### src/rtl/cla_sub_seq.sv
// cla_sub_seq: multi-cycle subtractor computing (a - b - bin) mod 2^WIDTH.
// The operands pass through one 4-bit borrow-lookahead slice, four bits per
// clock, least significant nibble first. The block has a valid/ready input
// port and a valid/ready result port. WIDTH must be a multiple of 4 and at
// least 4.

module cla_sub_seq #(
    parameter int WIDTH = 16
) (
    input  logic             clk,
    input  logic             rst,
    input  logic             in_valid,
    output logic             in_ready,
    input  logic [WIDTH-1:0] a,
    input  logic [WIDTH-1:0] b,
    input  logic             bin,
    output logic             out_valid,
    input  logic             out_ready,
    output logic [WIDTH-1:0] diff,
    output logic             bout,
    output logic             zero,
    output logic             ovf
);

    // Number of slice cycles per operation. This value is derived from WIDTH
    // and cannot be overridden.
    localparam int NSLICE = WIDTH / 4;
    localparam int CW     = (NSLICE > 1) ? $clog2(NSLICE) : 1;

    localparam logic [CW-1:0] CNT_ZERO = CW'(0);
    localparam logic [CW-1:0] CNT_ONE  = CW'(1);
    localparam logic [CW-1:0] CNT_LAST = CW'(NSLICE - 1);

    // FSM state encoding
    localparam logic [1:0] IDLE = 2'd0;
    localparam logic [1:0] CALC = 2'd1;
    localparam logic [1:0] DONE = 2'd2;

    // 4-bit borrow lookahead. A bit generates a borrow when it computes 0 - 1.
    // A bit propagates the incoming borrow when its two operand bits are equal.
    // The result holds the borrow into each bit in br[3:0] and the borrow out
    // of the slice in br[4].
    function automatic logic [4:0] borrow_lookahead(
        input logic [3:0] g,
        input logic [3:0] p,
        input logic       bi
    );
        logic [4:0] br;
        br[0] = bi;
        br[1] = g[0] | (p[0] & bi);
        br[2] = g[1] | (p[1] & g[0]) | (p[1] & p[0] & bi);
        br[3] = g[2] | (p[2] & g[1]) | (p[2] & p[1] & g[0])
              | (p[2] & p[1] & p[0] & bi);
        br[4] = g[3] | (p[3] & g[2]) | (p[3] & p[2] & g[1])
              | (p[3] & p[2] & p[1] & g[0])
              | (p[3] & p[2] & p[1] & p[0] & bi);
        return br;
    endfunction

    logic [1:0]       state_r;
    logic [CW-1:0]    cnt_r;
    logic             borrow_r;
    logic [WIDTH-1:0] a_r;
    logic [WIDTH-1:0] b_r;
    logic [WIDTH-1:0] diff_r;
    logic             bout_r;
    logic             zero_r;
    logic             ovf_r;
    logic             in_ready_r;
    logic             out_valid_r;

    logic [3:0]       a_nib_s;
    logic [3:0]       b_nib_s;
    logic [3:0]       g_s;
    logic [3:0]       p_s;
    logic [4:0]       br_s;
    logic [3:0]       diff_nib_s;
    logic [WIDTH-1:0] diff_merge_s;
    logic             ovf_s;

    // Select the operand nibble that the slice counter addresses.
    always_comb begin
        a_nib_s = 4'b0000;
        b_nib_s = 4'b0000;
        for (int k = 0; k < NSLICE; k++) begin
            a_nib_s = a_nib_s | (a_r[4*k +: 4] & {4{cnt_r == CW'(k)}});
            b_nib_s = b_nib_s | (b_r[4*k +: 4] & {4{cnt_r == CW'(k)}});
        end
    end

    // Compute one borrow-lookahead slice from the latched running borrow.
    always_comb begin
        g_s        = ~a_nib_s & b_nib_s;
        p_s        = ~(a_nib_s ^ b_nib_s);
        br_s       = borrow_lookahead(g_s, p_s, borrow_r);
        diff_nib_s = a_nib_s ^ b_nib_s ^ br_s[3:0];
    end

    // Merge the new nibble into the result and derive the signed-overflow flag.
    // The zero and ovf flags use this merged value, so they see the last nibble.
    always_comb begin
        diff_merge_s = diff_r;
        for (int k = 0; k < NSLICE; k++) begin
            diff_merge_s[4*k +: 4] = (cnt_r == CW'(k)) ? diff_nib_s : diff_r[4*k +: 4];
        end
        ovf_s = (a_r[WIDTH-1] != b_r[WIDTH-1]) && (diff_merge_s[WIDTH-1] != a_r[WIDTH-1]);
    end

    // Control FSM, operand latches and registered result/handshake outputs.
    always_ff @(posedge clk or posedge rst) begin
        if (rst) begin
            state_r     <= IDLE;
            cnt_r       <= CNT_ZERO;
            borrow_r    <= 1'b0;
            a_r         <= {WIDTH{1'b0}};
            b_r         <= {WIDTH{1'b0}};
            diff_r      <= {WIDTH{1'b0}};
            bout_r      <= 1'b0;
            zero_r      <= 1'b0;
            ovf_r       <= 1'b0;
            in_ready_r  <= 1'b1;
            out_valid_r <= 1'b0;
        end else begin
            case (state_r)
                IDLE: begin
                    out_valid_r <= 1'b0;
                    if (in_valid && in_ready_r) begin
                        a_r        <= a;
                        b_r        <= b;
                        borrow_r   <= bin;
                        cnt_r      <= CNT_ZERO;
                        in_ready_r <= 1'b0;
                        state_r    <= CALC;
                    end else begin
                        in_ready_r <= 1'b1;
                    end
                end
                CALC: begin
                    in_ready_r <= 1'b0;
                    diff_r     <= diff_merge_s;
                    borrow_r   <= br_s[4];
                    if (cnt_r == CNT_LAST) begin
                        // The last slice sets every result flag together with
                        // out_valid. The consumer never sees partial flags.
                        bout_r      <= br_s[4];
                        zero_r      <= (diff_merge_s == {WIDTH{1'b0}});
                        ovf_r       <= ovf_s;
                        out_valid_r <= 1'b1;
                        state_r     <= DONE;
                    end else begin
                        cnt_r       <= cnt_r + CNT_ONE;
                        out_valid_r <= 1'b0;
                    end
                end
                DONE: begin
                    // The result registers keep their values after hand-off.
                    if (out_ready) begin
                        out_valid_r <= 1'b0;
                        in_ready_r  <= 1'b1;
                        state_r     <= IDLE;
                    end else begin
                        out_valid_r <= 1'b1;
                        in_ready_r  <= 1'b0;
                    end
                end
                default: begin
                    state_r     <= IDLE;
                    in_ready_r  <= 1'b1;
                    out_valid_r <= 1'b0;
                end
            endcase
        end
    end

    assign in_ready  = in_ready_r;
    assign out_valid = out_valid_r;
    assign diff      = diff_r;
    assign bout      = bout_r;
    assign zero      = zero_r;
    assign ovf       = ovf_r;

endmodule

### config.mk
export PLATFORM = sky130hd
export DESIGN_NAME = cla_sub_seq
export DESIGN_NICKNAME = d
export VERILOG_FILES = /design/src/rtl/cla_sub_seq.sv
export SDC_FILE = /design/constraint.sdc
export NUM_CORES = 1
export LEC_CHECK = 0
export ABC_AREA = 1
export CAP_MARGIN = 20
export CELL_PAD_IN_SITES_DETAIL_PLACEMENT = 2
export CELL_PAD_IN_SITES_GLOBAL_PLACEMENT = 2
export CORE_UTILIZATION = 31
export CTS_CLUSTER_DIAMETER = 50
export DETAILED_ROUTE_END_ITERATION = 8
export PLACE_DENSITY = 0.77
export SLEW_MARGIN = 10
export SYNTH_ARGS = -nofsm -noshare
export SYNTH_HDL_FRONTEND = slang
export SYNTH_SLANG_ARGS = --single-unit
### constraint.sdc
create_clock -name clk -period 3 [get_ports clk]
set_input_delay 0.75 -clock clk [delete_from_list [all_inputs] [get_ports clk]]
set_output_delay 0.75 -clock clk [all_outputs]
set_load 0.005 [all_outputs]
Word-level counts from Yosys, hierarchy flattened
Cells that the tools add are included.

Add/subtract/negate cells: 1. $mul: 0. Divide/modulo/power cells: 0. $lt $le $gt $ge: 0. Equality and inequality tests: 11. Shift-type cells: 0. Multiplexer cells: 19. Bitwise gates (word level): 45. Reductions and logical operators: 11.

Operator list (number): AND 4 bit (9); bitwise OR 4 bit (6); AND 1 bit (16); zero test 16 bit (1); two-way mux 4 bit (4); two-way mux 2 bit (5); bitwise OR 1 bit (10); inequality test 2 bit (second input constant) (4); inverter 4 bit (2); bitwise XOR 4 bit (2); equality test 2 bit (second input constant) (3); case mux 2 bit (3 select lines) (1); AND reduction 2 bit (3); AND reduction 3 bit (2); two-way mux 1 bit (5); equality test 2 x 1 -> 1 bit (second input constant) (2); zero test 2 bit (2); case mux 1 bit (2 select lines) (2); case mux 2 bit (2 select lines) (1); case mux 1 bit (3 select lines) (1); adder 2 x 1 -> 2 bit (second input constant) (1); logical AND 1 bit (2); inequality test 1 bit (2); nonzero test 2 bit (1).

Bits in registers: 58. Bits in latches: 0. Memory bits (writable): 0. Memory bits (read-only): 0. Bits of input ports: 37. Memories: 0.

Logic depth before layout (Yosys ltp)
Depth in word-level cells: 15. Depth in mapped cells: 18.

Least setup slack after synthesis
Ideal clock, no wire load.

Path kind: register to register. Start: register cnt_r[0]. End: register zero_r (netlist: zero). Setup time: 0.065 ns. Arrival: 2.422 ns. Setup slack: 0.512 ns. Stages on the path, launching flop included: 17. Buffers on the path: 1. Period minus slack after synthesis: 2.488 ns. Cell sequence: dfrtp_1 -> inv_1 -> ha_1 -> buf_2 -> a22o_1 -> nor2_1 -> inv_1 -> fa_1 -> inv_1 -> nand2_1 -> o21ai_0 -> nand2_1 -> nor2_1 -> nand3_1 -> nor2_1 -> nand3_1 -> nand2_1.

Word-level cells in the longest chain between the ends: 14.

Ends and longest elaborated chain: start, declared (RTL line 61) `logic [CW-1:0] cnt_r;`; start signal, assigned (RTL line 151) `cnt_r <= cnt_r + CNT_ONE;`; equality test 2 x 1 -> 1 bit / zero test 2 bit (equally long branches) (RTL line 86, 87, 104); AND 4 bit (on tied branches) (RTL line 86, 87); bitwise OR 4 bit (on tied branches) (3 in series) (RTL line 86, 87); bitwise XOR 4 bit / inverter 4 bit (equally long branches) (RTL line 94, 96, 93); inverter 4 bit / AND 4 bit (equally long branches) (RTL line 94, 93); AND 1 bit (on tied branches) (RTL line 52, 53); bitwise OR 1 bit (tied with other cells) (RTL line 52) `br[3] = g[2] | (p[2] & g[1]) | (p[2] & p[1] & g[0])`; bitwise OR 1 bit / AND 1 bit (equally long branches) (RTL line 52, 53); bitwise OR 1 bit (RTL line 53) `| (p[2] & p[1] & p[0] & bi);`; bitwise XOR 4 bit (RTL line 96) `diff_nib_s = a_nib_s ^ b_nib_s ^ br_s[3:0];`; two-way mux 4 bit (RTL line 104) `diff_merge_s[4*k +: 4] = (cnt_r == CW'(k)) ? diff_nib_s : diff_r[4*k +: 4];`; zero test 16 bit (RTL line 146) `zero_r <= (diff_merge_s == {WIDTH{1'b0}});`; end signal, assigned (RTL line 146); end, declared (RTL line 67) `logic zero_r;`.

Parallel ways exist; a longest one is shown, timed or not. A chain may end at the register's enable or synchronous reset.

Worst setup path after layout
Same ends and word-level chain as after synthesis.

==> impl_metrics.env <==
export IMPL_die_y_microns=100.1
export IMPL_rrSetupSlack_ns=0.31
export IMPL_fmax_mhz=371.2
export IMPL_cts_tree="built"
export IMPL_grt_pass1_wl_microns=14280
export IMPL_p_switching_mw=2.132
export IMPL_syn2layout_area_growth_pct=33.12
export IMPL_synth_area_leaders="dfrtp_1 48%, nand2_1 9.2%, mux2_2 8.7%"
export IMPL_track_usage=0.1894
export IMPL_synth_avg_cell_area_sq_um=9.170
export IMPL_worst_ir_drop_vdd_mv=0.3472
export IMPL_yosysSeqAreaShare=0.4874
export IMPL_power_density_nw_per_um2=1238
export IMPL_grt_overflow=0
export IMPL_antenna_found_initial=0
export IMPL_rows=35
export IMPL_num_vias=2501
export IMPL_fin_tns_setup_ns=0
export IMPL_synth_top_area_frac=0.4786
export IMPL_synth_nets=377
export IMPL_yosys_area_top_type="dfrtp_1"
export IMPL_cts_root_buffer="clkbuf_8"
export IMPL_min_period_over_period=0.8980
export IMPL_path_clk_slew_ns=0.07
export IMPL_cts_buffers=9
export IMPL_worstPathArrival_ns=2.97
export IMPL_period_minus_slack_ns=2.694
export IMPL_power_frac_seq=0.285
export IMPL_gp_congestion=0.7435
export IMPL_leakage_nw=1.843
export IMPL_cts_sinks=58
export IMPL_grtUsageMet2=0.3432
export IMPL_h_tree_depth=3
export IMPL_power_frac_clock=0.166
export IMPL_setup_slack_ns=0.3061
export IMPL_postCtsSetupRepairBufs=0
export IMPL_whs_ns=0.4970
export IMPL_holdPathStages=2
export IMPL_clk_path_buf_depth=2
export IMPL_start_util=0.3210
export IMPL_slew_viol_final=0
export IMPL_clock_latency_ns=0.34
export IMPL_fillers=1035
export IMPL_fin_nets=440
export IMPL_hold_viol_final=0
export IMPL_worst_setup_path_start_kind="register"
export IMPL_yosysUniqueCellTypes=32
export IMPL_diodes=0
export IMPL_grt_pass1_vias=2755
export IMPL_busiest_layer="met2"
export IMPL_worst_pin_slew_ns=0.6539
export IMPL_rr_worst_depth=14
export IMPL_drt_pass1_iterations=4
export IMPL_synthCells=325
export IMPL_die_area_sq_um=10010
export IMPL_drt_antenna_violating_nets=0
export IMPL_crit_fanout=10
export IMPL_post_drt_via_cell_ratio=4.791
export IMPL_drive_gt1_frac=0.1679
export IMPL_rsz0062_at_grt="no"
export IMPL_core_area_sq_um=9284
export IMPL_synth_area_sq_um=2980
export IMPL_power_frac_comb=0.549
export IMPL_port_buffer_count=57
export IMPL_remaining_drc_errors=0
export IMPL_fin_worst_skew_ns=0.01001
export IMPL_wl_per_cell_microns=16.47
export IMPL_switching_share=0.4339
export IMPL_required_ns=3.28
export IMPL_grt_use_met3=0.02925
export IMPL_wl_microns=8599
export IMPL_ys_warn_count=0
export IMPL_slew_headroom=0.5636
export IMPL_fp_dieW_microns=100.1
export IMPL_hpwl_microns=6239
export IMPL_cap_violations=0
export IMPL_post_place_ws_ns=0.1349
export IMPL_finalSetupViolations=0
export IMPL_io_pins=58
export IMPL_cp_end_kind="register"
export IMPL_status="completed"
export IMPL_grt_start_max_net_pins=59
export IMPL_drtIter0Drc=43
export IMPL_p_int_mw=2.782
export IMPL_synth_seq_cells=58
export IMPL_critPathKind="register to register"
export IMPL_met1_usage=0.2279
export IMPL_holdCritPathClass="register to register"
==> cells in the mapped netlist (all sizes together) <==
| master | count |
|---|---|
| nand3 | 20 |
| clkbuf | 4 |
| a22o | 2 |
| mux2 | 24 |
| o211ai | 2 |
| a21oi | 11 |
| inv | 29 |
| o22ai | 3 |
| dfrtp | 57 |
| ha | 14 |
| a21boi | 1 |
| o21ai | 30 |
| dfstp | 1 |
| nand4 | 4 |
| and2 | 1 |
| a221oi | 3 |
| nor2 | 21 |
| nand2 | 79 |
| fa | 1 |
| a21o | 1 |
| buf | 8 |
| or2 | 9 |
==> repair_timing <==
action                                  4_1_cts  5_1_grt
resized for setup                             0        5
endpoints found under the hold margin         0        0
endpoints found under the setup margin        0        1
hold buffers                                  0        0
==> routing by layer <==
| layer | wire length (microns) | part of all wire |
|---|---|---|
| met3 | 153 | 0.018 |
| met1 | 3796 | 0.44 |
| met2 | 4528 | 0.53 |
| met4 | 121 | 0.014 |
| met5 | 0 | 0 |
==> critical path: stages (launching register included) <==
cell and delay (ns):
dfrtp_1 0.38, inv_1 0.12, ha_2 0.28, buf_4 0.20, a221oi_1 0.34, ha_1 0.35, a21oi_1 0.28, nand2_1 0.12
nand2_2 0.12, nand3_1 0.08, nand2_1 0.08, nand2_1 0.06, nor2_1 0.10, nand3_1 0.08, nand2_1 0.06
==> worst paths after layout <==
kind                                       from             endpoint
setup / recovery           cnt_r[0]$_DFFE_PP0P_     zero$_DFFE_PP0P_
hold / removal                  ovf$_DFFE_PP0P_      ovf$_DFFE_PP0P_
setup reg to reg           cnt_r[0]$_DFFE_PP0P_     zero$_DFFE_PP0P_
hold reg to reg                 ovf$_DFFE_PP0P_      ovf$_DFFE_PP0P_
max in group asynchronous                   rst   in_ready$_DFF_PP1_
min in group asynchronous                   rst  a_r[12]$_DFFE_PP0P_
==> sequential cells by signal (all words and copies together), names as in the netlist <==
signal / count
ovf: 1
out_valid: 1
b_r: 16
bout: 1
a_r: 16
diff: 16
cnt_r: 2
state_r: 2
zero: 1
borrow_r: 1
in_ready: 1
==> power by group through the flow <==
stage | combinational (mW) | sequential, mW | clock (mW)
final | 2.70 | 1.40 | 0.816
after global routing | 3.05 | 1.45 | 0.873
after CTS | 2.73 | 1.41 | 0.841
after detailed placement | 2.66 | 1.42 | 0
after global placement | 2.53 | 1.40 | 0
after floorplan | 1.80 | 1.34 | 0
==> placed cells by master, fill, tap and decap left out, types with 3 or more instances in the layout <==
master / netlist / routed
nand4_1: 4 / 4
o22ai_1: 3 / 3
buf_4: 1 / 5
nand3_1: 19 / 18
or2_2: 6 / 6
o21ai_0: 26 / 26
dfrtp_1: 57 / 57
nand2_1: 73 / 73
nand2_2: 5 / 5
a21oi_1: 11 / 11
ha_1: 14 / 12
mux2_2: 23 / 23
a221oi_1: 3 / 3
inv_1: 29 / 27
o21ai_1: 3 / 3
clkbuf_8: 0 / 10
clkdlybuf4s50_1: 0 / 57
nor2_1: 21 / 20
==> cell type report <==
class | count | area [sq um] | area share
clock buffers | 11 | 141.4 | 0.03564
clock inverters | 5 | 77.57 | 0.01955
inverters | 29 | 108.9 | 0.02744
multi-input cells | 226 | 1378 | 0.3472
flip-flops and latches | 58 | 1453 | 0.3661
well taps | 129 | 161.4 | 0.04068
repair buffers | 64 | 648.1 | 0.1634
==> cell families (layout without fill, tap and decap cells) <==
group | after synthesis | in the layout | synth area share
and+or+nand+nor | 134 | 134 | 0.1973
DFF | 58 | 58 | 0.4874
muxes | 24 | 24 | 0.09068
adders and majority gates | 15 | 15 | 0.06549
AOI/OAI and AO/OA | 53 | 53 | 0.1012
buffers and inverters | 41 | 109 | 0.05793
==> per-stage QoR <==
stage,instances,util,power [mW],cell area [sq um]
floorplan,325,-,3.142,2980
global placement,506,0.4019,3.930,3731
detailed placement,506,0.4019,4.083,3731
CTS,522,0.4255,4.978,3950
global route,522,0.4274,5.373,3968
finish,522,0.4274,4.913,3968
Note: power is estimated with default switching activity, not from simulation.
